===== config.mk =====
export PLATFORM = sky130hd
export DESIGN_NAME = fetch_queue
export DESIGN_NICKNAME = d
export VERILOG_FILES = /design/src/rtl/cpu_pkg.sv /design/src/rtl/fetch_fifo.sv /design/src/rtl/fetch_queue.sv
export SDC_FILE = /design/constraint.sdc
export NUM_CORES = 1
export LEC_CHECK = 0
export CAP_MARGIN = 10
export CORE_MARGIN = 2
export CORE_UTILIZATION = 34
export CTS_CLUSTER_SIZE = 24
export DETAILED_ROUTE_END_ITERATION = 10
export PLACE_DENSITY = 0.64
export SKIP_CTS_REPAIR_TIMING = 1
export SLEW_MARGIN = 20
export SYNTH_ARGS = -nofsm -noshare
export SYNTH_HDL_FRONTEND = slang
export SYNTH_SLANG_ARGS = --single-unit

===== constraint.sdc =====
create_clock -name clock -period 5.4 [get_ports clock]
set_input_delay 0.54 -clock clock [delete_from_list [all_inputs] [get_ports clock]]
set_output_delay 0.54 -clock clock [all_outputs]
set_load 0.02 [all_outputs]

===== src/rtl/cpu_pkg.sv =====
// cpu_pkg -- shared definitions for the fetch front end.
//   XLEN             : architectural register / address width
//   RESET_PC_DEFAULT : default first fetch address after reset
//   INSTR_NOP        : canonical NOP encoding (addi x0, x0, 0)
//   fetch_state_t    : fetch FSM states
package cpu_pkg;

   localparam int              XLEN             = 32;
   localparam logic [XLEN-1:0] RESET_PC_DEFAULT = 32'h0000_0000;
   localparam logic [XLEN-1:0] INSTR_NOP        = 32'h0000_0013;

   // ST_IDLE    : no request outstanding
   // ST_WAIT    : request outstanding, response will be queued
   // ST_DISCARD : request outstanding, response will be dropped
   typedef enum logic [1:0] {
      ST_IDLE    = 2'd0,
      ST_WAIT    = 2'd1,
      ST_DISCARD = 2'd2
   } fetch_state_t;

endpackage


===== src/rtl/fetch_fifo.sv =====
// fetch_fifo -- single-clock FIFO of DEPTH entries, WIDTH bits each.
// Ports:
//   clock, reset : rising-edge clock, asynchronous active-high reset
//   push, wdata  : write an entry (ignored when full or flushing)
//   pop          : drop the head entry (ignored when empty or flushing)
//   flush        : empty the FIFO at the next edge; dominates push and pop
//   rdata        : head entry, zero when empty
//   empty, count : occupancy status
// DEPTH must be a power of two so the pointers wrap at DEPTH naturally.
module fetch_fifo #(
   parameter int DEPTH = 4,
   parameter int WIDTH = 64
) (
   input  logic                   clock,
   input  logic                   reset,
   input  logic                   push,
   input  logic                   pop,
   input  logic                   flush,
   input  logic [WIDTH-1:0]       wdata,
   output logic [WIDTH-1:0]       rdata,
   output logic                   empty,
   output logic [$clog2(DEPTH):0] count
);

   localparam int            AW         = $clog2(DEPTH);
   localparam logic [AW:0]   FULL_COUNT = (AW+1)'(DEPTH);

   logic [WIDTH-1:0] mem [DEPTH];
   logic [AW-1:0]    wr_ptr;
   logic [AW-1:0]    rd_ptr;
   logic             do_push;
   logic             do_pop;

   assign empty   = (count == '0);
   assign do_pop  = pop && !empty && !flush;
   assign do_push = push && !flush && (count != FULL_COUNT);

   always_ff @(posedge clock or posedge reset) begin
      if (reset) begin
         wr_ptr <= '0;
         rd_ptr <= '0;
         count  <= '0;
      end else if (flush) begin
         wr_ptr <= '0;
         rd_ptr <= '0;
         count  <= '0;
      end else begin
         if (do_push) wr_ptr <= wr_ptr + 1'b1;
         if (do_pop)  rd_ptr <= rd_ptr + 1'b1;
         count <= count + (AW+1)'(do_push) - (AW+1)'(do_pop);
      end
   end

   // Storage needs no reset: reads are masked to zero while empty.
   always_ff @(posedge clock) begin
      if (do_push) mem[wr_ptr] <= wdata;
   end

   assign rdata = empty ? '0 : mem[rd_ptr];

endmodule


===== src/rtl/fetch_queue.sv =====
// fetch_queue -- instruction fetch unit with a small prefetch queue.
// Ports:
//   clock, reset          : rising-edge clock, asynchronous active-high reset
//   redirect, redirect_pc : taken branch/jump; flush queue and refetch
//   ready_id              : IF/ID accepts the head entry this cycle
//   mem_req, mem_addr     : instruction memory request (registered)
//   mem_ack, mem_rdata    : memory response
//   valid_if, instrucao_if, pc_if, pc_plus4_if : head of the queue
//   fsm_state             : current fetch FSM state (debug)
//
// Handshakes: a memory transfer completes on a rising edge where
// mem_req=1 and mem_ack=1; mem_req/mem_addr hold steady until then, and an
// ack in the very first cycle of a request is legal. A queue entry is
// consumed on a rising edge where valid_if=1 and ready_id=1.
module fetch_queue
   import cpu_pkg::*;
#(
   parameter int              DEPTH    = 4,
   parameter logic [XLEN-1:0] RESET_PC = RESET_PC_DEFAULT
) (
   input  logic            clock,
   input  logic            reset,
   input  logic            redirect,
   input  logic [XLEN-1:0] redirect_pc,
   input  logic            ready_id,
   output logic            mem_req,
   output logic [XLEN-1:0] mem_addr,
   input  logic            mem_ack,
   input  logic [XLEN-1:0] mem_rdata,
   output logic            valid_if,
   output logic [XLEN-1:0] instrucao_if,
   output logic [XLEN-1:0] pc_if,
   output logic [XLEN-1:0] pc_plus4_if,
   output fetch_state_t    fsm_state
);

   localparam int              AW      = $clog2(DEPTH);
   localparam logic [AW+1:0]   DEPTH_W = (AW+2)'(DEPTH);

   fetch_state_t      state;
   logic [XLEN-1:0]   fetch_pc;
   logic [XLEN-1:0]   redirect_target;
   logic [AW:0]       count;
   logic              empty;
   logic              push;
   logic              pop;
   logic [2*XLEN-1:0] head;
   logic [AW+1:0]     entries_next;
   logic              can_issue;

   assign redirect_target = redirect_pc & ~(XLEN'(3));

   // Only a response to a live (non-discarded) request is queued; the
   // fifo itself drops the push when redirect flushes it.
   assign push = (state == ST_WAIT) && mem_ack;
   assign pop  = valid_if && ready_id;

   // Queue entries after this edge. A new request may only be launched if
   // its eventual response is guaranteed a slot, so the outstanding request
   // is counted as occupied space.
   assign entries_next = (AW+2)'(count) + (AW+2)'(push) - (AW+2)'(pop);
   assign can_issue    = !redirect && (entries_next < DEPTH_W);

   fetch_fifo #(
      .DEPTH (DEPTH),
      .WIDTH (2*XLEN)
   ) u_fifo (
      .clock (clock),
      .reset (reset),
      .push  (push),
      .pop   (pop),
      .flush (redirect),
      .wdata ({mem_addr, mem_rdata}),
      .rdata (head),
      .empty (empty),
      .count (count)
   );

   always_ff @(posedge clock or posedge reset) begin
      if (reset) begin
         state    <= ST_IDLE;
         fetch_pc <= RESET_PC;
         mem_req  <= 1'b0;
         mem_addr <= '0;
      end else begin
         if (redirect)  fetch_pc <= redirect_target;
         else if (push) fetch_pc <= fetch_pc + XLEN'(4);

         case (state)
            ST_IDLE: begin
               if (can_issue) begin
                  state    <= ST_WAIT;
                  mem_req  <= 1'b1;
                  mem_addr <= fetch_pc;
               end
            end
            ST_WAIT: begin
               if (mem_ack) begin
                  if (can_issue) begin
                     // back-to-back: next sequential word, request stays up
                     mem_addr <= fetch_pc + XLEN'(4);
                  end else begin
                     state   <= ST_IDLE;
                     mem_req <= 1'b0;
                  end
               end else if (redirect) begin
                  // request cannot be withdrawn; let it finish and drop it
                  state <= ST_DISCARD;
               end
            end
            ST_DISCARD: begin
               if (mem_ack) begin
                  state   <= ST_IDLE;
                  mem_req <= 1'b0;
               end
            end
            default: begin
               state   <= ST_IDLE;
               mem_req <= 1'b0;
            end
         endcase
      end
   end

   assign valid_if               = !empty;
   assign {pc_if, instrucao_if}  = head;
   assign pc_plus4_if            = pc_if + XLEN'(4);
   assign fsm_state              = state;

endmodule


==> After elaboration in Yosys (flattened, before gate mapping) <==
Memories as Yosys holds them, arrays and structs flattened.
Cells that the tools add are included.
{ "word_totals": {"reg_bits": 74, "latchBits": 0, "ram_bits": 256, "romBits": 0, "inputBits": 69, "out_inout_bits": 132, "word_cells": 70, "mem_count": 1} }
{ "mem_list": {"columns": ["memory", "depth", "word_bits", "rd", "rd_clocked_by_memory_dff", "write_ports", "line_no", "rtl"], "rows": [
  ["u_fifo.mem", 4, 64, 1, 0, 1, "fetch_fifo.sv:28", "logic [WIDTH-1:0] mem [DEPTH];"]
]} }
{ "op_classes": {"addsub": 8, "mul": 0, "n_div": 0, "magnitude_cmp": 1, "n_eq_ne": 10, "shift": 0, "mux": 25, "bitwise": 0, "n_reduce_logical": 18} }
{ "op_table": {"columns": ["cell", "n"], "rows": [
  ["two-way mux 32 bit", 5],
  ["adder 32 x 3 -> 32 bit (second input constant)", 2],
  ["two-way mux 64 bit", 1],
  ["one-hot mux 32 bit (2 select lines)", 1],
  ["two-way mux 2 bit", 9],
  ["AND reduction 4 bit", 3],
  ["inequality test 2 bit (second input constant)", 5],
  ["inequality test 3 bit (second input constant)", 3],
  ["nonzero test 2 bit", 4],
  ["logical AND 1 bit", 7],
  ["two-way mux 1 bit", 6],
  ["one-hot mux 2 bit (3 select lines)", 1],
  ["adder 2 x 1 -> 2 bit (second input constant)", 2],
  ["adder 3 x 1 -> 4 bit", 1],
  ["less-than comparator 4 x 3 -> 1 bit (second input constant)", 1],
  ["subtractor 4 x 1 -> 4 bit", 1],
  ["adder 3 x 1 -> 3 bit", 1],
  ["zero test 3 bit", 1],
  ["two-way mux 3 bit", 1],
  ["one-hot mux 1 bit (3 select lines)", 1],
  ["subtractor 3 x 1 -> 3 bit", 1],
  ["equality test 2 x 1 -> 1 bit (second input constant)", 1],
  ["equality test 2 bit (second input constant)", 1],
  ["zero test 1 bit", 2],
  ["zero test 2 bit", 1]
]} }

==> Longest topological paths before layout <==
Gate-level depths: netlist of run 1.
{ "logic_depth": {"ltp_word": 9, "depth_mapped": 15, "ltp_nobuf": 11} }

==> Modules after synthesis <==
A second synthesis of run 1 with hierarchy kept.
{ "unflattened": {"cells_unflattened": 946, "hier_area_um2": 14285.0} }
{ "modules_own_cells": {"columns": ["mod", "instances", "cells_per_inst", "area_per_inst_um2", "seq_area_each_um2"], "rows": [
  ["fetch_fifo", 1, 452, 10119.7, 7862.5],
  ["fetch_queue", 1, 494, 4165.2, 1576.5]
]} }

==> Worst setup path before layout of run 1 <==
OpenSTA, ideal clock, no wires.
{ "synth_path": {"path_kind": "register -> output", "start": "reg u_fifo.count[2]", "end": "out pc_plus4_if[18]", "arrival_ps": 3315, "required_time_ps": 4860, "slack_ps": 1545, "path_stages_with_launch": 15, "n_path_buf": 4, "cell_sequence": "dfrtp_1 > nor3_2 > inv_1 > clkbuf_2 > clkbuf_1 > clkbuf_1 > nand2_1 > inv_1 > ha_1 > nand2_1 > o22ai_2 > nand4_2 > buf_6 > nor4_1 > xor2_1"} }
{ "synth_via": {"elab_chain_len": 3} }
{ "synth_rtl": {"columns": ["element", "line_no", "rtl"], "rows": [
  ["start: declaration", "fetch_fifo.sv:22", "output logic [$clog2(DEPTH):0] count"],
  ["start signal: assignment", "fetch_fifo.sv:50", "count <= count + (AW+1)'(do_push) - (AW+1)'(do_pop);"],
  ["zero test 3 bit", "fetch_fifo.sv:34", "assign empty = (count == '0);"],
  ["two-way mux 64 bit", "fetch_fifo.sv:59", "assign rdata = empty ? '0 : mem[rd_ptr];"],
  ["net pc_if[2]", "fetch_queue.sv:32", "output logic [XLEN-1:0] pc_if,"],
  ["adder 32 x 3 -> 32 bit", "fetch_queue.sv:127", "assign pc_plus4_if = pc_if + XLEN'(4);"],
  ["end: declaration", "fetch_queue.sv:33", "output logic [XLEN-1:0] pc_plus4_if,"]
]} }
The timed path passes the listed nets, and every way through them passes these cells.

==> Worst setup path in the final report of run 1 <==
{ "layout_path": {"start": "reg u_fifo.rd_ptr[0]", "end": "out pc_plus4_if[31]"} }
{ "layout_via": {"elab_chain_len": 3} }
{ "layout_rtl": {"columns": ["element", "line_no", "rtl"], "rows": [
  ["start: declaration", "fetch_fifo.sv:30", "logic [AW-1:0] rd_ptr;"],
  ["start signal: assignment", "fetch_fifo.sv:49", "if (do_pop) rd_ptr <= rd_ptr + 1'b1;"],
  ["memory read (4 x 64 bit)", null, null],
  ["two-way mux 64 bit", "fetch_fifo.sv:59", null],
  ["adder 32 x 3 -> 32 bit", "fetch_queue.sv:127", null]
]} }
Every way passes these cells.

==> results_dict.tcl, run 1 <==
set metrics [dict create \
    status "finished clean" \
    viasPerCell 5.07 \
    worstSetupPathType "reg2out" \
    pwr-share-comb_pct 39.0 \
    tns_ns 0 \
    die_x_um 211 \
    start_kind "flop" \
    synth-edff-count 248 \
    maxSlewHeadroom_pct 46.0 \
    p_sw_w 0.00337 \
    synth_warnings 0 \
    die_area_um2 44600 \
    ios 201 \
    netlist_top_cells_area "edfxtp_1, dfrtp_1, mux4_2" \
    path_buf_inv 2 \
    hold_viol_final 0 \
    p_seq_share_pct 35.2 \
    syn_inst 962 \
    synth-async-reset-ratio_pct 22.0 \
    area_delta_synth_final_pct 25.2 \
    rrSetupSlack_ns 1.74 \
    maxCapViolCount 0 \
    fin_crit_sh_pct 87.2 \
    ys_types 69 \
    cts_tree "done" \
    layout-drive-gt1-share_pct 14.4 \
    p_sw_share_pct 35.2 \
    fin_area_um2 18300 \
    rsz0062_at_grt "no" \
    finalSetupViolCount 0 \
    gp_congestion 0.783 \
    cp.depth 7 \
    cts_buffer_depth 3 \
    synth_common_cells "edfxtp_1, and2_1, dfrtp_1, nand2_1, xor2_1" \
    synth_most_common_cell "edfxtp_1" \
    cts_buffers 38 \
    cts.clk_slew.worst_paths_ns 0.05 \
    endpoint_kind "primary output" \
    place_area_um2 17100 \
    synth_top_flop_cell "edfxtp_1" \
    worstReg2RegStart "u_fifo.count[2]$_DFF_PP0_" \
    io_buffer_count 192 \
    final_nets 1241 \
    drc 0 \
    wire_per_inst_um 20.1 \
    worstRegToRegCells 14 \
    slew_viol_final 0 \
    startpoint "u_fifo.rd_ptr[0]$_DFFE_PP0P_" \
    p_per_area_nw_per_um2 523 \
    grt_max_degree 63 \
    peakVddDrop_mv 0.246 \
    dr_total_vias 8750 \
    grt_pass1_vias 8731 \
    start_util_pct 34.7 \
    cts_root_buf "clkbuf_16" \
    synth_top_area_cell "edfxtp_1" \
    first_iter_violations 627 \
    grt_pass1_wl_um 52700 \
    drtAntennaViolNets 0 \
    period_needed_ns 4.71 \
    n_antenna_cell 0 \
    max_slew.worst_pin.slew_ns 0.809 \
    hp-class "in2async" \
    dr.pass1.iters 5 \
    postSynthAreaPerCell_um2 15.2 \
    syn-cell-area_um2 14600 \
    leakage_nw 6.32 \
    grt_use_total_pct 15.6 \
    cp_max_fo 33 \
    power_report.internal_total_w 0.00620 \
    antenna_found_initial 0 \
    fin_skew_ns 0.0202 \
    worst_path_max_delay_cell "dfrtp_4" \
    synth-seq-cells 318 \
    fp.dieH_um 211 \
    clkPwrFrac_pct 25.9 \
    seq_area_frac_synth_pct 63.0 \
    cp_top_family "buffers and inverters" \
    arrival_ns 4.17 \
    utilization_pct 43.4 \
    core_um2 42100 \
    clk_latency_ns 0.54 \
    critical-path-max-stage-delay_ns 0.70 \
    clock-sinks 318 \
    yosysTopAreaCellShare_pct 51.0 \
    htreeDepth 2 \
    maxClockFrequency_mhz 212 \
    crit_chain "buf_4 > mux4_1 > and4_2 > nand3_2 > nor4_1 > xor2_1 > clkdlybuf4s50_1" \
    overflow 0 \
    row_count 75 \
    dpl.hpwl_um 23500 \
    routed_wl_um 34600 \
    critPathRequiredTime_ns 4.86 \
]
[metrics by stage]
stage	hold WS, ns	setup slack (ns)	instances	power (W)
final	0.385	0.690	1727	0.00957
after global routing	0.410	0.421	1727	0.0100
after CTS	0.374	0.571	1727	0.00969
after detailed placement	0.569	1.16	1659	0.00720
after global placement	0.556	1.18	1659	0.00715
after floorplan	0.555	1.54	967	0.00553
[power groups by stage]
| stage | combinational [W] | sequential, W | clock [W] |
|---|---|---|---|
| floorplan | 0.00218 | 0.00336 | 0 |
| global placement | 0.00375 | 0.00340 | 0 |
| detailed placement | 0.00378 | 0.00342 | 0 |
| CTS | 0.00379 | 0.00337 | 0.00253 |
| global route | 0.00399 | 0.00342 | 0.00263 |
| finish | 0.00373 | 0.00337 | 0.00247 |
[sequential cells by signal, indices dropped and copies added (netlist names)]
| register | count |
|---|---|
| mem_req | 1 |
| fetch_pc | 30 |
| u_fifo.count | 3 |
| fsm_state | 2 |
| mem_addr | 30 |
| u_fifo.rd_ptr | 2 |
| u_fifo.mem | 248 |
| u_fifo.wr_ptr | 2 |
[kinds of logic (layout without fill, tap and decap cells)]
family          after synthesis  count (layout)  synth area share [%]
other cells                   1               6                0.0257
xor+xnor                     75              75                  4.50
mux                         100             100                  13.2
buf+inv                      81             302                  3.05
flops                       318             318                  63.0
compound gates               79              79                  3.44
simple gates                296             296                  11.7
fa+ha+maj                    12              12                  1.08
[worst reg2reg max path: stages, from the launching register on]
cell and delay [ns]:
dfrtp_1 0.44, nor3_2 0.19, buf_4 0.23, inv_2 0.07, buf_4 0.25, nand2_1 0.20, inv_1 0.07, ha_1 0.18
inv_1 0.05, ha_1 0.22, a31o_4 0.24, mux2i_4 0.21, nor3_4 0.45, buf_4 0.34, mux2_2 0.37
[area by class of cell]
cell class | count | area [um2]
clock buffers | 43 | 1010
multi-input cells | 568 | 4990
inverters | 22 | 82.6
fillers | 3773 | 23900
flip-flops and latches | 318 | 9200
clock inverters | 25 | 213
repair buffers | 212 | 2100
well taps | 539 | 674
[cell usage in the layout, fill, tap and decap left out, drive strengths merged, types with 12 or more instances in the layout]
master,instances
nand2,70
xor2,44
nor3,15
mux4,64
o21ai,32
inv,27
clkdlybuf4s50,191
nor4,14
and2,72
dfrtp,70
and3,12
clkinv,13
nand4,24
mux2,25
nand3,27
nor2,26
xnor2,31
edfxtp,248
buf,21
nor2b,12
clkbuf,43
[path summary, 6_finish.rpt]
check	to
hold reg to reg	u_fifo.mem[3][38]$_DFFE_PP_
setup reg to reg	mem_addr[4]$_DFFE_PP0P_
setup / recovery	pc_plus4_if[31]
max in group asynchronous	fsm_state[0]$_DFFE_PP0P_
hold / removal	fetch_pc[2]$_DFFE_PP0N_
min in group clock	u_fifo.count[2]$_DFF_PP0_
[per-layer routing]
layer  vias up  wire length [um]  global-route usage (%)
met4         0               669                    4.35
met3        48              2100                    3.20
li1       4060                 -                       -
met5         -                 0                       0
met2       278             15900                    24.3
met1      4364             15900                    22.1
(Power assumes the default switching activity.)
==> run 2, diff against run 1 <==
--- a/config.mk
+++ b/config.mk
@@ -8,6 +8,7 @@
 export CAP_MARGIN = 10
 export CORE_MARGIN = 2
 export CORE_UTILIZATION = 34
+export CTS_CLUSTER_DIAMETER = 150
 export CTS_CLUSTER_SIZE = 24
 export DETAILED_ROUTE_END_ITERATION = 10
 export PLACE_DENSITY = 0.64
@@ -15,4 +16,5 @@
 export SLEW_MARGIN = 20
 export SYNTH_ARGS = -nofsm -noshare
 export SYNTH_HDL_FRONTEND = slang
+export SYNTH_HIERARCHICAL = 1
 export SYNTH_SLANG_ARGS = --single-unit
==> constraint.sdc (replaced) <==
create_clock -name clock -period 4.55 [get_ports clock]
set_input_delay 0.455 -clock clock [delete_from_list [all_inputs] [get_ports clock]]
set_output_delay 0.455 -clock clock [all_outputs]
set_load 0.02 [all_outputs]
==> results_dict.tcl, run 2 <==
set metrics [dict create \
    status "finished clean" \
    ios 201 \
    seq_area_frac_synth_pct 66.1 \
    largest_reg_flops 256 \
    fin_crit_sh_pct 95.0 \
    place_area_um2 16900 \
    slew_viol_final 0 \
    layout-drive-gt1-share_pct 13.0 \
    drc 0 \
    synth_top_flop_cell "edfxtp_1" \
    dr.pass1.iters 4 \
    period_needed_ns 4.32 \
    cp_max_fo 16 \
    worstRegToRegCells 12 \
    whs_path_depth 2 \
    dpl.hpwl_um 21500 \
    dr_total_vias 8193 \
    syn_inst 946 \
    cts_buffers 17 \
    critical-path-max-stage-delay_ns 0.61 \
    io_buffer_count 196 \
    synth_top_area_cell "edfxtp_1" \
    cts_buffer_depth 3 \
    area_delta_synth_final_pct 22.5 \
    n_antenna_cell 0 \
    ys_types 51 \
    crit_chain "buf_6 > mux4_2 > nor2b_1 > and4_1 > and3_1 > nand4_1 > nor3_1 > xor2_1 > clkdlybuf4s50_1" \
    grt_max_degree 62 \
    syn-cell-area_um2 14300 \
    mostFrequentLayoutCell "edfxtp_1" \
    critPathRequiredTime_ns 4.09 \
    path_buf_inv 2 \
    fin_area_um2 17500 \
    hp-class "in2reg" \
    synth_most_common_cell "edfxtp_1" \
    cp_top_family "simple AND/OR/NAND/NOR gates" \
    drtAntennaViolNets 0 \
    rr_endpoint "mem_addr[28]$_DFFE_PP0P_" \
    utilization_pct 42.0 \
    hold_viol_final 0 \
    min_from "redirect" \
    htreeDepth 1 \
    endpoint_kind "primary output" \
    clk_latency_ns 0.52 \
    final_nets 1229 \
    gp_congestion 0.800 \
    grt_pass1_wl_um 48700 \
    leakage_nw 5.70 \
    viasPerCell 4.83 \
    die_area_um2 43700 \
    grt_use_total_pct 14.4 \
    fin_skew_ns 0.0172 \
    routed_wl_um 31900 \
    grt_pass1_vias 8407 \
    postSynthAreaPerCell_um2 15.1 \
    tns_ns 0 \
    arrival_ns 3.87 \
    worstSetupPathType "reg2out" \
    overflow 0 \
    synth-seq-cells 326 \
    synth-edff-count 256 \
    cts_root_buf "clkbuf_16" \
    max_slew.worst_pin.slew_ns 1.03 \
    maxClockFrequency_mhz 231 \
    synth_common_cells "edfxtp_1, nor2b_1, dfrtp_1" \
    finalSetupViolCount 0 \
    row_count 75 \
    peakVddDrop_mv 0.195 \
    start_kind "flop" \
    yosysTopAreaCellShare_pct 53.8 \
    rrSetupSlack_ns 0.73 \
    top_regs "u_fifo/mem: 256 flops, fetch_pc: 30 flops, mem_addr: 30 flops" \
    final_cell_mix "edfxtp_1, clkdlybuf4s50_1, dfrtp_1" \
    synth_warnings 6 \
    wire_per_inst_um 18.8 \
    die_x_um 209 \
    netlist_top_cells_area "edfxtp_1, dfrtp_1, mux4_2" \
    core_um2 41700 \
    cts_tree "done" \
    worst_path_max_delay_cell "dfrtp_4" \
    start_util_pct 34.3 \
    maxSlewHeadroom_pct 31.0 \
    antenna_found_initial 0 \
    p_per_area_nw_per_um2 375 \
    clock-sinks 326 \
    first_iter_violations 468 \
    maxCapViolCount 0 \
    worstReg2RegStart "u_fifo/count[1]$_DFF_PP0_" \
    hold-path-endpoint "u_fifo/rd_ptr[0]$_DFFE_PP0P_" \
    fp.dieH_um 209 \
    cts.clk_slew.worst_paths_ns 0.10 \
    top_register "u_fifo/mem" \
    synth-async-reset-ratio_pct 21.5 \
]
==> run 2: final cells by class <==
| cell class | count | area (um2) |
|---|---|---|
| timing repair buffer | 230 | 2290 |
| fill | 3865 | 24200 |
| inverter | 20 | 75.1 |
| tap | 539 | 674 |
| clock buffer | 28 | 467 |
| clock inverter | 1 | 11.3 |
| multi-input combinational | 553 | 4530 |
| sequential | 326 | 9450 |
==> run 2: kinds of logic (layout without fill, tap and decap cells) <==
logic type,Yosys count,in the layout,share of synthesized area [%]
and+or+nand+nor,299,299,11.1
buffers and inverters,76,279,2.81
xor gates and xnor gates,88,88,5.40
AOI/OAI and AO/OA,72,72,2.84
other,1,10,0.0263
adders and majority gates,12,12,1.10
DFF,326,326,66.1
muxes,72,72,10.7
==> run 2: worst max path at each step <==
stage / depth (start not counted) / endpoint / start / slack [ns]
after floorplan: 10 / pc_plus4_if[28] / u_fifo/rd_ptr[0]$_DFFE_PP0P_ / 1.01
after global placement: 9 / pc_plus4_if[28] / u_fifo/rd_ptr[0]$_DFFE_PP0P_ / 0.47
after detailed placement: 8 / pc_plus4_if[28] / u_fifo/rd_ptr[0]$_DFFE_PP0P_ / 0.49
after CTS: 9 / pc_plus4_if[31] / u_fifo/rd_ptr[0]$_DFFE_PP0P_ / -0.11
after global routing: 10 / pc_plus4_if[28] / u_fifo/rd_ptr[0]$_DFFE_PP0P_ / -0.008
final: 9 / pc_plus4_if[28] / u_fifo/rd_ptr[0]$_DFFE_PP0P_ / 0.23
==> run 2: report_power, final <==
group	internal (W)	switching, W
registers	0.00350	0.000274
clock network	0.000717	0.000907
logic	0.000541	0.000616
==> run 2: routing by layer <==
layer / track usage (%) / wire length (um) / share of wire [%] / vias up
met3: 2.12 / 1480 / 4.6 / 27
met4: 3.18 / 443 / 1.4 / 0
li1: - / - / - / 3886
met2: 24.4 / 15600 / 49 / 197
met1: 19.8 / 14500 / 45 / 4083
met5: 0 / 0 / 0 / -
==> run 2: metrics by stage <==
stage	hold slack [ns]	setup WS (ns)	power, W	std cells
2_1_floorplan	0.258	1.01	0.00435	955
3_3_place_gp	0.529	0.467	0.00498	1657
3_5_place_dp	0.554	0.493	0.00501	1657
4_1_cts	0.228	-0.113	0.00664	1686
5_1_grt	0.245	-0.00825	0.00686	1697
6_report	0.243	0.228	0.00655	1697
==> RTL change 1, RTL diff (config.mk and constraints of run 2) <==
`DEPTH` is set to 4 in 2 places; all go to 8.
--- a/src/rtl/fetch_fifo.sv
+++ b/src/rtl/fetch_fifo.sv
@@ -10,3 +10,3 @@
 module fetch_fifo #(
-   parameter int DEPTH = 4,
+   parameter int DEPTH = 8,
    parameter int WIDTH = 64
--- a/src/rtl/fetch_queue.sv
+++ b/src/rtl/fetch_queue.sv
@@ -17,3 +17,3 @@
 #(
-   parameter int              DEPTH    = 4,
+   parameter int              DEPTH    = 8,
    parameter logic [XLEN-1:0] RESET_PC = RESET_PC_DEFAULT
Behaviour: not the same (a bounded check fails within 10 cycles, from zero or initial values and one cycle with reset high).
==> RTL change 1 against run 2 <==
Total power grew 130%; wire length grew 79%; global-route usage rose by 0.73 points; synthesized area grew 70%; design area rose by 63%; die area is 68% higher; non-clock buffer count grew 19; clock skew is 0.0018 ns lower; sequential cell count is 259 higher; setup slack gained 0.029 ns; largest cell class unchanged; highest routed layer is now met5.
==> RTL change 1: results (changes against run 2) <==
LEAKAGEPOWER_nW=9.30  # +63%
CRIT_PATH_MAX_FANOUT=41  # +25
NUMBER_OF_GLOBAL_ROUTE_VIAS_BEFORE_REPAIR=13000  # +55%
CP_DATA_ARRIVAL_TIME_NS=3.84  # -0.03 ns
MET2_USAGE=0.255  # +0.0110
VDD_IR_DROP_MAX_mV=0.254  # +31%
N_FILL_CELL=6238  # +61%
CPPEAKSTAGEDELAY_NS=0.85  # +0.24 ns
SYNTH_TOP_CELLS_BY_AREA='sky130_fd_sc_hd__edfxtp_1 63%, sky130_fd_sc_hd__mux4_2 11%, sky130_fd_sc_hd__dfrtp_1 7.5%'
PLACE.DETAILED.INSTANCES=2463  # +49%
SEQ_AREA_FRAC_SYNTH=0.710  # +0.0488
DRT_ITER0_DRC=978  # +110%
ASYNCSETRESETFLOPFRACSYNTH=0.125  # -0.0899
FINAL.SETUP_SKEW_NS=0.0154  # -0.00175 ns
GRT_MAX_DEGREE=74  # +19%
DRT-PASS1-ITER-COUNT=5  # +1
POSTSYNTHCELLCOUNT=1344  # +42%
NUMCTSBUFFERS=28  # +11
GRT.MET1_USAGE=0.207  # +0.00900
FINAL_NET_COUNT=1642  # +34%
SYNTH.TOP_CELLS.BY_COUNT='512 x sky130_fd_sc_hd__edfxtp_1, 118 x sky130_fd_sc_hd__mux4_2, 73 x sky130_fd_sc_hd__dfrtp_1, 64 x sky130_fd_sc_hd__a22o_1, 62 x sky130_fd_sc_hd__nand2_1'
WIRE_LENGTH_OF_THE_FIRST_GLOBAL_ROUTING_PASS_UM=84100  # +73%
SWITCHING_SHARE=0.333  # +0.0584
GRT_UTIL_MET3=0.0274  # +0.00623
TOTAL_ROUTING_RESOURCE_UTILIZATION_AFTER_GLOBAL_ROUTING=0.151  # +0.00729
CLOCK_LATENCY_NS=0.60  # +0.08 ns
TIMING_WORST_SLEW_PIN_VALUE_NS=0.938  # -0.0936 ns
ROUTE.DETAILED.WL_PER_INST_UM=22.6  # +20%
WIRELENGTH_UM=57000  # +79%
VIA_PER_INST=5.07  # +4.9%
SYNTH-EDFF-COUNT=512  # +100%
STATUS='finished clean'
-- RTL change 1: final timing paths --
kind	start	endpoint	depth (start not counted)
worst max-delay path	u_fifo/rd_ptr[1]$_DFFE_PP0P_	pc_plus4_if[31]	9
worst min register to register	mem_req$_DFFE_PP0P_	mem_req$_DFFE_PP0P_	2
max in group asynchronous	reset	mem_addr[12]$_DFFE_PP0P_	3
worst min-delay path	redirect	u_fifo/wr_ptr[1]$_DFFE_PP0P_	2
worst max register to register	u_fifo/count[3]$_DFF_PP0_	mem_addr[24]$_DFFE_PP0P_	14
min in group asynchronous	reset	u_fifo/count[0]$_DFF_PP0_	2
-- RTL change 1: per-stage QoR --
stage	setup WS, ns	instance area (sq um)
floorplan	-1.93	24300
global placement	0.310	27400
detailed placement	0.273	27400
CTS	-0.408	28300
global route	0.0594	28400
finish	0.258	28400
-- RTL change 1: cell families (layout without fill, tap and decap cells) --
family | Yosys count | after routing | share of synthesized area
adders and majority gates | 15 | 15 | 0.00805
xor gates and xnor gates | 78 | 78 | 0.0282
and+or+nand+nor | 269 | 270 | 0.0596
DFF | 585 | 585 | 0.710
other | 1 | 18 | 0.000155
AOI/OAI and AO/OA | 150 | 150 | 0.0435
buffers and inverters | 107 | 325 | 0.0257
muxes | 139 | 139 | 0.125
-- RTL change 1: layout make-up --
| class | instances | area [sq um] | share of cell area |
|---|---|---|---|
| Inverter | 24 | 90.1 | 0.00317 |
| Multi-Input combinational cell | 670 | 6640 | 0.233 |
| Sequential cell | 585 | 17200 | 0.605 |
| Tap cell | 940 | 1180 | 0.0414 |
| Clock inverter | 1 | 16.3 | 0.000572 |
| Clock buffer | 51 | 808 | 0.0284 |
| Timing Repair Buffer | 249 | 2510 | 0.0881 |
-- RTL change 1: metal layers --
layer,wire (um),share of wire,vias up
met1,24300,0.43,6647
li1,-,-,5737
met3,3500,0.061,46
met5,9,0.00016,-
met4,773,0.014,2
met2,28500,0.50,332
-- RTL change 1: power by group through the flow --
stage	combinational [mW]	sequential, mW	clock (mW)
final	4.96	6.96	2.86
after global routing	5.27	7.04	3.13
after global placement	4.89	7.04	0
after floorplan	2.77	6.99	0
after CTS	4.95	6.97	2.97
after detailed placement	4.93	7.09	0
==> RTL change 2, RTL diff (flow settings as in run 2) <==
Without the edit above. Reset style: synchronous (`reset`), changed in 2 clocked blocks. Comments in the files are not updated.
--- a/src/rtl/fetch_fifo.sv
+++ b/src/rtl/fetch_fifo.sv
@@ -37,3 +37,3 @@
 
-   always_ff @(posedge clock or posedge reset) begin
+   always_ff @(posedge clock) begin
       if (reset) begin
--- a/src/rtl/fetch_queue.sv
+++ b/src/rtl/fetch_queue.sv
@@ -78,3 +78,3 @@
 
-   always_ff @(posedge clock or posedge reset) begin
+   always_ff @(posedge clock) begin
       if (reset) begin
Function: differs if reset is asserted again (counterexample within 4 cycles, from zero or initial values and one cycle with reset high); with reset held inactive, the same outputs for 4 cycles.
==> RTL change 2 against run 2 <==
Setup slack improved by 0.018 ns; synthesized area fell by 0.95%; design area fell by 0.78%; wire length rose by 3.8%; non-clock buffer count rose by 8; sequential cell count rose by 2; sequential share of layout area fell by 1.4 points; global-route usage rose by 0.52 points; critical path type unchanged.
Power is not compared: it rests on default switching activity, and its combinational part moved more than twofold at a synthesized area within 25%.
==> RTL change 2: results (changes against run 2) <==
STATUS='finished clean'
STDCELL_COUNT=1708  # +0.65%
SYNTH.TOP_CELLS.BY_COUNT='256 x sky130_fd_sc_hd__edfxtp_1, 72 x sky130_fd_sc_hd__dfxtp_1, 72 x sky130_fd_sc_hd__nor2_1, 68 x sky130_fd_sc_hd__nor2b_1, 64 x sky130_fd_sc_hd__mux4_2'
WIRELENGTH_UM=33100  # +3.8%
LAYOUT-DRIVE-GT1-SHARE=0.122  # -0.00708
FINAL_NET_COUNT=1247  # +1.5%
NUMBER_OF_GLOBAL_ROUTE_VIAS_BEFORE_REPAIR=8245  # -1.9%
WORSTHOLDENDPOINT='fetch_pc[7]$_SDFFE_PP0P_'
ROUTED-VIA-COUNT=8398  # +2.5%
ASYNCSETRESETFLOPFRACSYNTH=0  # -0.215
GP_CONGESTION=0.790  # -1.1%
SEQ_AREA_FRAC_SYNTH=0.645  # -0.0156
PLACE_HPWL_UM=22400  # +4.0%
HOLD_SLACK_NS=0.502  # +0.259 ns
POSTSYNTHCELLCOUNT=963  # +1.8%
FINAL.SETUP_SKEW_NS=0.0119  # -0.00532 ns
GRT_MAX_DEGREE=61  # -1.6%
SYNTH_TOP_CELLS_BY_AREA='sky130_fd_sc_hd__edfxtp_1 54%, sky130_fd_sc_hd__dfxtp_1 10%, sky130_fd_sc_hd__mux4_2 10%'
WORST_HOLD_PATH.NUM_CELLS=3  # +1
DRT-PASS1-ITER-COUNT=5  # +1
DPL_CELL_AREA_SQ_UM=16800  # -0.65%
POWER_mW=5.32
TOTAL_ROUTING_RESOURCE_UTILIZATION_AFTER_GLOBAL_ROUTING=0.149  # +0.00515
CRITICAL-PATH-SLOWEST-CELL='sky130_fd_sc_hd__clkdlybuf4s50_1'
CRIT_PATH_MAX_FANOUT=21  # +5
CP_DATA_ARRIVAL_TIME_NS=3.85  # -0.02 ns
-- RTL change 2: cell types whose count changed in the layout (fill, tap and decap cells not counted), moves of 19 or more --
cell | run 2 | this run
sky130_fd_sc_hd__a211oi_1 | 0 | 46
sky130_fd_sc_hd__dfrtp_1 | 68 | 0
sky130_fd_sc_hd__dfxtp_1 | 0 | 69
sky130_fd_sc_hd__nand2_1 | 55 | 35
sky130_fd_sc_hd__o21ai_0 | 29 | 7
sky130_fd_sc_hd__xor2_1 | 53 | 34
-- RTL change 2: area by class of cell --
class                      instances  area [sq um]
fill                            3761         23600
sequential                       328          9140
multi-input combinational        565          4670
timing repair buffer             238          2350
tap                              532           666
clock buffer                      28           467
inverter                          16          60.1
clock inverter                     1          8.76
-- RTL change 2: kinds of logic (layout without fill, tap and decap cells) --
group / after synthesis / in the layout / share of synthesized area
xor+xnor: 85 / 85 / 0.0526
fa+ha+maj: 12 / 12 / 0.0111
buf+inv: 79 / 283 / 0.0288
flops: 328 / 328 / 0.645
mux: 68 / 68 / 0.105
compound gates: 81 / 81 / 0.0391
other cells: 1 / 10 / 0.000265
simple gates: 309 / 309 / 0.118
-- RTL change 2: worst max-delay path by stage --
stage,start,to,slack [ns],cells after the start
after floorplan,fsm_state[0]$_SDFFE_PP0P_,u_fifo/mem[0][0]$_DFFE_PP_,1.06,7
after global placement,flop,pc_plus4_if[31],0.42,9
after detailed placement,flop,pc_plus4_if[31],0.38,9
after CTS,flop,pc_plus4_if[31],-0.16,9
after global routing,flop,pc_plus4_if[31],-0.005,9
final,flop,pc_plus4_if[31],0.25,9
-- RTL change 2: layer usage --
metal,vias to the layer above,track usage,part of all wire
met5,-,0,0
met4,0,0.0220,0.011
met3,20,0.0254,0.055
met2,226,0.241,0.47
met1,4128,0.216,0.46
li1,4024,-,-
